$ cat config.mk
export PLATFORM = sky130hd
export DESIGN_NAME = top
export DESIGN_NICKNAME = d
export VERILOG_FILES = /design/src/rtl/seg7_pkg.sv /design/src/rtl/hex_to_seven_seg.sv /design/src/rtl/top.sv
export SDC_FILE = /design/constraint.sdc
export NUM_CORES = 1
export LEC_CHECK = 0
export ABC_AREA = 1
export CORE_MARGIN = 1
export CORE_UTILIZATION = 30
export CTS_CLUSTER_DIAMETER = 200
export CTS_CLUSTER_SIZE = 28
export DETAILED_ROUTE_END_ITERATION = 10
export SKIP_LAST_GASP = 1
export SLEW_MARGIN = 20
export SYNTH_ARGS = -nofsm -noshare
export SYNTH_HDL_FRONTEND = slang
export SYNTH_SLANG_ARGS = --single-unit
export TNS_END_PERCENT = 20
$ cat constraint.sdc
create_clock -name Clock -period 1.5 [get_ports Clock]
set_clock_uncertainty 0.15 [all_clocks]
set_input_delay 0.15 -clock Clock [delete_from_list [all_inputs] [get_ports Clock]]
set_output_delay 0.15 -clock Clock [all_outputs]
set_load 0.05 [all_outputs]
$ cat src/rtl/seg7_pkg.sv
// Shared constants for the seven-segment display path: the hex decode table,
// the segments-off pattern, segment bit positions and a polarity helper.
package seg7_pkg;

    // Segment bit positions within {dp,g,f,e,d,c,b,a}
    localparam int SEG_A  = 0;
    localparam int SEG_B  = 1;
    localparam int SEG_C  = 2;
    localparam int SEG_D  = 3;
    localparam int SEG_E  = 4;
    localparam int SEG_F  = 5;
    localparam int SEG_G  = 6;
    localparam int SEG_DP = 7;

    // All segments dark, active-high sense
    localparam logic [7:0] SEG_OFF = 8'h00;

    // Active-high glyphs for 0..F (lower-case b and d keep them distinct from 8 and 0)
    localparam logic [7:0] DECODE_TABLE [16] = '{
        8'h3F, 8'h06, 8'h5B, 8'h4F, 8'h66, 8'h6D, 8'h7D, 8'h07,
        8'h7F, 8'h6F, 8'h77, 8'h7C, 8'h39, 8'h5E, 8'h79, 8'h71
    };

    // Convert an active-high pattern to the board's drive sense
    function automatic logic [7:0] apply_polarity(input logic [7:0] pattern,
                                                  input logic       active_low);
        return active_low ? ~pattern : pattern;
    endfunction

endpackage

$ cat src/rtl/hex_to_seven_seg.sv
// Combinational nibble-to-glyph decoder; produces an active-high pattern with
// the decimal point forced off, or all segments off when blank is set.
module hex_to_seven_seg
    import seg7_pkg::*;
(
    input  logic [3:0] nibble,
    input  logic       blank,
    output logic [7:0] segments
);

    // Table lookup, with the decimal point cleared and blanking taking priority
    always_comb begin
        segments = SEG_OFF;
        if (!blank) begin
            segments         = DECODE_TABLE[nibble];
            segments[SEG_DP] = 1'b0;
        end
    end

endmodule

$ cat src/rtl/top.sv
// Byte to dual hex digit seven-segment driver. Both digits are decoded
// combinationally from Value and captured in a single output register stage,
// so the display follows Value with one clock of latency.
module top
    import seg7_pkg::*;
#(
    parameter int ACTIVE_LOW         = 0,
    parameter int BLANK_LEADING_ZERO = 0
) (
    input  logic       Clock,
    input  logic       Reset,
    input  logic [7:0] Value,
    output logic [7:0] SevenSegDig1,
    output logic [7:0] SevenSegDig2
);

    localparam logic POL_LOW = (ACTIVE_LOW != 0);

    // Segments-off in the board's drive sense; this is also the reset value
    localparam logic [7:0] OFF_DRIVE = POL_LOW ? ~SEG_OFF : SEG_OFF;

    logic       blank_hi;
    logic [7:0] pattern_hi;
    logic [7:0] pattern_lo;
    logic [7:0] dig1_p1;
    logic [7:0] dig2_p1;

    assign blank_hi = (BLANK_LEADING_ZERO != 0) && (Value[7:4] == 4'h0);

    hex_to_seven_seg u_dec_hi (
        .nibble   (Value[7:4]),
        .blank    (blank_hi),
        .segments (pattern_hi)
    );

    // The low digit is never blanked so a value of zero still shows "0"
    hex_to_seven_seg u_dec_lo (
        .nibble   (Value[3:0]),
        .blank    (1'b0),
        .segments (pattern_lo)
    );

    // ---- stage p1: output registers, cleared asynchronously so the display goes dark at once
    always_ff @(posedge Clock or posedge Reset) begin
        if (Reset) begin
            dig1_p1 <= OFF_DRIVE;
            dig2_p1 <= OFF_DRIVE;
        end else begin
            dig1_p1 <= apply_polarity(pattern_hi, POL_LOW);
            dig2_p1 <= apply_polarity(pattern_lo, POL_LOW);
        end
    end

    assign SevenSegDig1 = dig1_p1;
    assign SevenSegDig2 = dig2_p1;

endmodule

==> results.yml, run 1 <==
run_status:
  status: "finished, violations left"
  violations: "design-rule violations"
pwr:
  ir_worst_vdd_mv: 0.227
  switching_power_mw: 0.361
  p_clk_share_pct: 17.2
  p_comb_share_pct: 41.6
  seqPwrFrac_pct: 41.2
  leakagePower_nw: 0.760
  p_int_mw: 0.707
  cellPowerDensity_nw_per_um2: 769
  p_sw_share_pct: 33.8
die:
  start_util_pct: 32.4
  die_area_sq_um: 3280
  die_h_um: 57.3
  core_sq_um: 2830
  io_pins: 26
  die_w_um: 57.3
  rows: 19
sta:
  setup_tns_ns: 0
  max_freq_mhz: 760
  finalHoldViolations: 0
  fin_crit_sh_pct: 87.7
  rsz0062_at_grt: "no"
  setup_ws_ns: 0.185
  drv_slew: 0
  fin_crit_ns: 1.32
  setup_viol: 0
logic_synthesis:
  synth_cells: 122
  synth_seq_cells: 14
  synth_xor_area_share_pct: 0
  ys_types: 13
  syn_avg_cell_area_sq_um: 7.52
  yosys.area_share.adder_pct: 19.1
  synth.cell_area_sq_um: 917
  ys.warnings.count: 0
  synth_compound_area_share_pct: 2.18
  muxShareOfSynthArea_pct: 0
  seq_area_frac_synth_pct: 38.2
  yosys.area_share.simple_pct: 29.7
  synth_top_family_by_area: "simple AND/OR/NAND/NOR gates"
cts:
  h-tree-depth: 1
  cts.sinks: 14
  tritoncts: "built"
  clk_pin_slew_ns: 0.07
  cts_setup_buffers: 0
  ctsHoldBuffers: 0
  cts.repair.resized: 0
  ctsRootBufferMaster: "clkbuf_4"
  cts_inserted_buffers: 3
  clockBufferDepth: 2
worst_hold_path:
  hold_class: "primary input to async pin"
layout:
  fin_util_pct: 49.1
  layout_commonest_cell: "nand2_1"
  drive_gt1_share_pct: 20.1
  fillers: 271
  mostFrequentLayoutCells: "nand2_1, inv_1, dfrtp_1, ha_1, buf_12"
  syn2layout_area_growth_pct: 51.4
  n_antenna_cell: 0
  nets: 180
worst_setup_path:
  path_class: "primary input to flop"
  slowest_stage: "clkdlybuf4s50_1"
  cp_slowest_stage_delay_ns: 0.48
  start_kind: "primary input"
  startpoint: "Value[1]"
  cp-end-kind: "flop"
  path_max_fanout: 4
  cp-endpoint: "SevenSegDig2[3]"
  arrival_ns: 1.32
  cpMostUsedCell: "nand2_1"
  required_ns: 1.50
  crit_chain: "clkdlybuf4s50_1 > inv_1 > ha_1 > nand2_1 > o21ai_0 > nand2_1 > nand2_1"
placement:
  port_buffers: 23
  hpwl_um: 1390
  place_ws_ns: -0.0907
  gp_congestion: 0.844
drt:
  drt_iter0_markers: 8
  vias: 783
  firstDrtPassIters: 7
  drc: 2
  wl_per_cell_um: 8.64
  totalWireLength_um: 1600
  via_per_inst: 4.23
  drtAntennaViolNets: 0
global_routing:
  overflow: 0
  grt_usage_pct: 11.1
  first_global_vias: 705
  grt_first_pass_wirelength_um: 2820
  grt_max_degree: 15
  grt_antenna_before_repair: 0
flow_run:
  max-cap-violations: 0
[critical path: cells and delay by family]
| family | cells | cell delay, ns |
|---|---|---|
| and+or+nand+nor | 3 | 0.21 |
| buffers and inverters | 2 | 0.57 |
| AOI/OAI and AO/OA | 1 | 0.10 |
| adders and majority gates | 1 | 0.28 |
[cells by family (layout without fill, tap and decap cells)]
family | count (synthesis) | count (layout)
adders and majority gates | 14 | 14
AOI/OAI and AO/OA | 4 | 4
DFF | 14 | 14
other | 1 | 2
and+or+nand+nor | 68 | 68
buffers and inverters | 21 | 52
[registers in the layout, summed over array words and instances (netlist names)]
signal        count
SevenSegDig1      7
SevenSegDig2      7
[power by group through the flow]
stage | logic (mW) | registers, mW | clock network, mW
3_5_place_dp | 0.447 | 0.447 | 0
2_1_floorplan | 0.118 | 0.549 | 0
4_1_cts | 0.447 | 0.440 | 0.195
3_3_place_gp | 0.442 | 0.446 | 0
5_1_grt | 0.473 | 0.442 | 0.222
6_report | 0.444 | 0.439 | 0.184
[how the worst min path moves through the flow]
stage                                 end  cells past startpoint  startpoint  slack (ns)
final                     SevenSegDig1[1]                      2       Reset        0.05
after detailed placement  SevenSegDig1[1]                      2       Reset        0.35
after global routing      SevenSegDig1[2]                      2       Reset        0.09
after CTS                 SevenSegDig1[1]                      2       Reset        0.07
after floorplan           SevenSegDig1[0]                      1       Reset       -0.11
after global placement    SevenSegDig1[1]                      2       Reset        0.35
[metrics by stage]
stage | area (sq um) | total power, mW | hold WS [ns] | std cells
2_1_floorplan | 921 | 0.667 | -0.111 | 123
3_3_place_gp | 1370 | 0.888 | 0.349 | 182
3_5_place_dp | 1370 | 0.894 | 0.348 | 182
4_1_cts | 1390 | 1.08 | 0.0691 | 185
5_1_grt | 1390 | 1.14 | 0.0918 | 185
6_report | 1390 | 1.07 | 0.0535 | 185
[routing by layer]
| layer | track usage, % | share of wire [%] | up-vias |
|---|---|---|---|
| li1 | - | - | 425 |
| met1 | 12.9 | 42 | 334 |
| met2 | 19.2 | 53 | 22 |
| met3 | 1.36 | 3.4 | 2 |
| met4 | 7.32 | 1.7 | 0 |
| met5 | 0 | 0 | - |
[cell usage after synthesis (all sizes together)]
master,n,area [sq um]
buf,4,31.3
conb,1,3.75
dfrtp,14,350
ha,14,175
inv,17,63.8
nand2,58,225
nand3,8,40.0
nor2,2,7.51
o21ai,4,20.0
[layout make-up]
class / count / area [sq um] / share of cell area, %
multi-input combinational: 88 / 475 / 34.2
timing repair buffer: 32 / 438 / 31.5
sequential: 14 / 350 / 25.2
inverter: 17 / 63.8 / 4.59
tap: 31 / 38.8 / 2.79
clock buffer: 3 / 22.5 / 1.62
No activity file was read; power rests on OpenSTA's default activity.
==> inputs of run 2 (changes only) <==
--- a/config.mk
+++ b/config.mk
@@ -6,6 +6,7 @@
 export NUM_CORES = 1
 export LEC_CHECK = 0
 export ABC_AREA = 1
+export CORE_ASPECT_RATIO = 1.5
 export CORE_MARGIN = 1
 export CORE_UTILIZATION = 30
 export CTS_CLUSTER_DIAMETER = 200
==> run 2 against run 1 <==
Net effect: the flow now finishes without violations; non-clock buffer count is 1 lower; power is 9.0% higher; core utilization is 0.68 points lower; highest routed layer unchanged; sequential cell count stayed put.
==> results.yml, run 2 (synthesized netlist as in run 1, its figures left out) <==
run_status:
  status: "finished clean"
sta:
  hold_ws_ns: 0.0890
  rsz0062_at_grt: "no"
  fin_crit_sh_pct: 88.1
  finalHoldViolations: 0
  setup_tns_ns: 0
  drv_slew: 0
  max_freq_mhz: 757
  fin_crit_ns: 1.32
  setup_viol: 0
  setup_ws_ns: 0.178
cts:
  h-tree-depth: 1
  cts.repair.resized: 0
  ctsRootBufferMaster: "clkbuf_8"
  clockBufferDepth: 2
  cts_setup_buffers: 0
  cts_inserted_buffers: 3
  clk_pin_slew_ns: 0.05
  cts.sinks: 14
  tritoncts: "built"
  ctsHoldBuffers: 0
die:
  die_area_sq_um: 3290
  io_pins: 26
  rows: 24
  start_util_pct: 31.5
  die_h_um: 69.7
  core_sq_um: 2910
  die_w_um: 47.1
flow_run:
  max-cap-violations: 0
worst_setup_path:
  arrival_ns: 1.29
  critical_path_cell_count: 7
  required_ns: 1.47
  startpoint: "Value[4]"
  cp-endpoint: "SevenSegDig1[3]"
  path_class: "primary input to flop"
  crit_chain: "clkdlybuf4s50_1 > inv_1 > ha_1 > nand2_1 > o21ai_0 > nand2_1 > nand2_1"
  start_kind: "primary input"
  cp_slowest_stage_delay_ns: 0.47
  slowest_stage: "clkdlybuf4s50_1"
  cp_num_buf_inv: 2
  path_max_fanout: 4
  cp-end-kind: "flop"
  critical_path.top_delay_family: "buffers and inverters"
  cpMostUsedCell: "nand2_1"
layout:
  nets: 179
  n_antenna_cell: 0
  final_cells: 192
  seqCellArea_sq_um: 350
  mostFrequentLayoutCells: "nand2_1, inv_1, dfrtp_1, ha_1, buf_12"
  drive_gt1_share_pct: 19.6
  fillers: 298
  syn2layout_area_growth_pct: 53.8
  multi_input_area_sq_um: 475
  layout_commonest_cell: "nand2_1"
drt:
  vias: 800
  wl_per_cell_um: 8.66
  drt_iter0_markers: 27
  drc: 0
  firstDrtPassIters: 4
  via_per_inst: 4.17
  drtAntennaViolNets: 0
  totalWireLength_um: 1660
global_routing:
  grt_max_degree: 15
  grt_first_pass_wirelength_um: 2990
  grt_usage_pct: 12.5
  first_global_vias: 729
  overflow: 0
  grt_antenna_before_repair: 0
pwr:
  leakagePower_nw: 0.763
  ir_worst_vdd_mv: 0.304
  cellPowerDensity_nw_per_um2: 825
placement:
  gp_congestion: 0.849
  place_inst: 189
  port_buffers: 23
  hpwl_um: 1480
  place_ws_ns: -0.0579
worst_hold_path:
  hold_class: "primary input to async pin"
run 2: where the power goes:
part | switching, mW | internal (mW) | leakage, nW
registers | 0.0272 | 0.413 | 0.157
clock network | 0.105 | 0.176 | 0.0216
logic | 0.241 | 0.202 | 0.584
total | 0.374 | 0.790 | 0.763
run 2: worst min-delay path by stage:
stage / endpoint / startpoint
final: SevenSegDig1[5] / Reset
after floorplan: SevenSegDig1[0] / Reset
after CTS: SevenSegDig1[5] / Reset
after global placement: SevenSegDig1[5] / Reset
after global routing: SevenSegDig2[1] / Reset
after detailed placement: SevenSegDig1[5] / Reset
run 2: per-stage QoR:
stage	power [mW]	instance area, sq um	utilization, %
floorplan	0.667	921	-
global placement	0.883	1370	47.0
detailed placement	0.893	1370	47.0
CTS	1.18	1410	48.4
global route	1.24	1410	48.4
finish	1.16	1410	48.4
run 2: cell type report:
class                           instances  area share (%)
Sequential cell                        14            24.8
Timing Repair Buffer                   31            30.5
Inverter                               17            4.53
Clock buffer                            3            2.93
Tap cell                               39            3.46
Multi-Input combinational cell         88            33.7
run 2: layer usage:
metal / global-route usage, % / wire (um) / up-vias
met5: 0 / 0 / -
met1: 11.8 / 582 / 359
met3: 1.56 / 25 / 4
met2: 22.2 / 1010 / 17
met4: 8.89 / 49 / 0
li1: - / - / 420
==> inputs of run 3 (changes only) <==
--- a/config.mk
+++ b/config.mk
@@ -16,5 +16,6 @@
 export SLEW_MARGIN = 20
 export SYNTH_ARGS = -nofsm -noshare
 export SYNTH_HDL_FRONTEND = slang
+export SYNTH_HIERARCHICAL = 1
 export SYNTH_SLANG_ARGS = --single-unit
 export TNS_END_PERCENT = 20
==> run 3 against run 2 <==
Net effect: fmax is 3.4% lower; synthesized cell count is 6.6% higher; count of clock-buffer cells in the layout up 1; core utilization is 0.68 points lower; combinational power is 2% higher; critical path type unchanged.
==> results.yml, run 3 <==
run_status:
  status: "finished clean"
die:
  core_sq_um: 3420
  die_h_um: 75.2
  rows: 26
  start_util_pct: 31.4
  die_area_sq_um: 3820
  io_pins: 26
  die_w_um: 50.8
drt:
  drc: 0
  firstDrtPassIters: 4
  drt_iter0_markers: 54
  highest_layer: "met4"
  drtAntennaViolNets: 0
  wl_met3_um: 97
  wl_per_cell_um: 9.85
  totalWireLength_um: 2060
  vias: 933
  wl_met2_um: 1170
  met1_length_um: 765
  via_per_inst: 4.46
sta:
  fin_crit_ns: 1.37
  fin_crit_sh_pct: 91.2
  drv_slew: 0
  hold_ws_ns: 0.120
  rsz0062_at_grt: "no"
  setup_ws_ns: 0.132
  finalHoldViolations: 0
  worst_pin_slew_ns: 0.572
  setup_viol: 0
  max_freq_mhz: 731
  slew_headroom_pct: 61.8
cts:
  ctsRootBufferMaster: "clkbuf_8"
  cts.repair.resized: 0
  h-tree-depth: 1
  ctsHoldBuffers: 0
  tritoncts: "built"
  cts_setup_buffers: 0
  clk_pin_slew_ns: 0.06
  clockBufferDepth: 2
  cts_inserted_buffers: 3
  cts.sinks: 16
worst_setup_path:
  path_class: "primary input to flop"
  required_ns: 1.52
  cp_slowest_stage_delay_ns: 0.54
  arrival_ns: 1.39
  cp-end-kind: "flop"
  start_kind: "primary input"
  path_max_fanout: 5
  crit_chain: "clkdlybuf4s50_1 > inv_1 > buf_4 > ha_1 > nand3_1 > nand2_1 > nor2_1"
  slowest_stage: "clkdlybuf4s50_1"
  startpoint: "Value[4]"
logic_synthesis:
  synth_edf_count: 0
  yosysTopAreaCellShare_pct: 37.4
  async_flop_share_pct: 100
  seq_area_frac_synth_pct: 37.4
  synth_common_cells: "nand2_1, nor2_1, dfrtp_1, nand3_1, inv_1"
  synth_top_flop_cell: "dfrtp_1"
  synth.cell_area_sq_um: 1070
  syn_avg_cell_area_sq_um: 8.24
  synth_most_common_cell: "nand2_1"
  synth_top_cell_by_area: "dfrtp_1"
  synth_seq_cells: 16
  synth_cells: 130
  ys_types: 15
  synth_area_leaders: "dfrtp_1, ha_1, nand2_1"
  ys.warnings.count: 6
placement:
  gp_congestion: 0.902
  place_ws_ns: -0.110
  port_buffers: 25
  hpwl_um: 1760
  placed_area_sq_um: 1580
pwr:
  p_sw_share_pct: 30.6
  p_int_mw: 0.907
  cellPowerDensity_nw_per_um2: 802
  switching_power_mw: 0.400
  seqPwrFrac_pct: 37.6
  leakagePower_nw: 0.822
  p_total_mw: 1.31
  p_comb_share_pct: 34.8
  p_clk_share_pct: 27.6
  ir_worst_vdd_mv: 0.302
global_routing:
  overflow: 0
  first_global_vias: 876
  grt_first_pass_wirelength_um: 3510
  grt_usage_pct: 11.9
  grt_max_degree: 17
  grt_antenna_before_repair: 0
layout:
  post-route-cell-area_sq_um: 1630
  fin_util_pct: 47.7
  layout_commonest_cell: "nand2_1"
  nets: 190
  syn2layout_area_growth_pct: 52.2
  fillers: 335
  drive_gt1_share_pct: 28.1
  mostFrequentLayoutCells: "nand2_1, nor2_1, dfrtp_1, buf_12, nand3_1"
  n_antenna_cell: 0
flow_run:
  max-cap-violations: 0
worst_hold_path:
  hold_class: "primary input to async pin"
-- run 3: cell types whose count changed in the layout (fill, tap and decap cells not counted), moves of 4 or more --
cell	previous run	this run
nand3_1	8	16
nand2_1	55	22
nor2_1	2	20
a21oi_1	0	4
nand3_2	0	8
buf_4	8	13
-- run 3: per-stage QoR --
step,TNS (ns),instances
6_report,0,209
5_1_grt,0,209
4_1_cts,0,209
3_5_place_dp,-0.867,205
3_3_place_gp,-0.384,205
2_1_floorplan,0,131
-- run 3: final cells by class --
cell class              instances  area [sq um]  area share [%]
multi-input cells              92           536            32.8
repair buffers                 38           508            31.2
flip-flops and latches         16           400            24.6
inverters                      17          78.8            4.84
clock buffers                   4          55.1            3.38
well taps                      42          52.6            3.22
-- run 3: worst max-delay path, delay by kind of cell --
family	cells	cell delay, ns
adders and majority gates	1	0.21
buffers and inverters	3	0.77
and+or+nand+nor	3	0.26
-- run 3: per-layer routing --
| layer | GRT usage (%) | vias to the layer above |
|---|---|---|
| li1 | - | 471 |
| met1 | 12.0 | 428 |
| met2 | 23.0 | 32 |
| met3 | 1.62 | 2 |
| met4 | 6.48 | 0 |
| met5 | 0 | - |
-- run 3: kinds of logic after synthesis --
logic type / count (synthesis) / share of synthesized area, %
buffers and inverters: 23 / 13.0
AO/OA/AOI/OAI: 8 / 3.74
adder cells (fa/ha/maj): 12 / 14.0
other: 3 / 1.05
AND/OR/NAND/NOR: 68 / 30.8
flip-flops: 16 / 37.4
-- run 3: worst max-delay path by stage --
stage | endpoint | slack, ns | cells past startpoint
final | SevenSegDig1[6] | 0.13 | 7
after global routing | SevenSegDig1[3] | 0.05 | 7
after CTS | SevenSegDig1[6] | 0.14 | 7
after detailed placement | SevenSegDig1[6] | -0.11 | 7
after global placement | SevenSegDig1[3] | -0.06 | 7
after floorplan | SevenSegDig1[3] | 0.52 | 6
-- run 3: power by group through the flow --
stage	clock network, mW	logic [mW]	registers, mW
2_1_floorplan	0	0.135	0.598
3_3_place_gp	0	0.445	0.499
3_5_place_dp	0	0.454	0.500
4_1_cts	0.376	0.455	0.493
5_1_grt	0.398	0.485	0.494
6_report	0.361	0.454	0.491
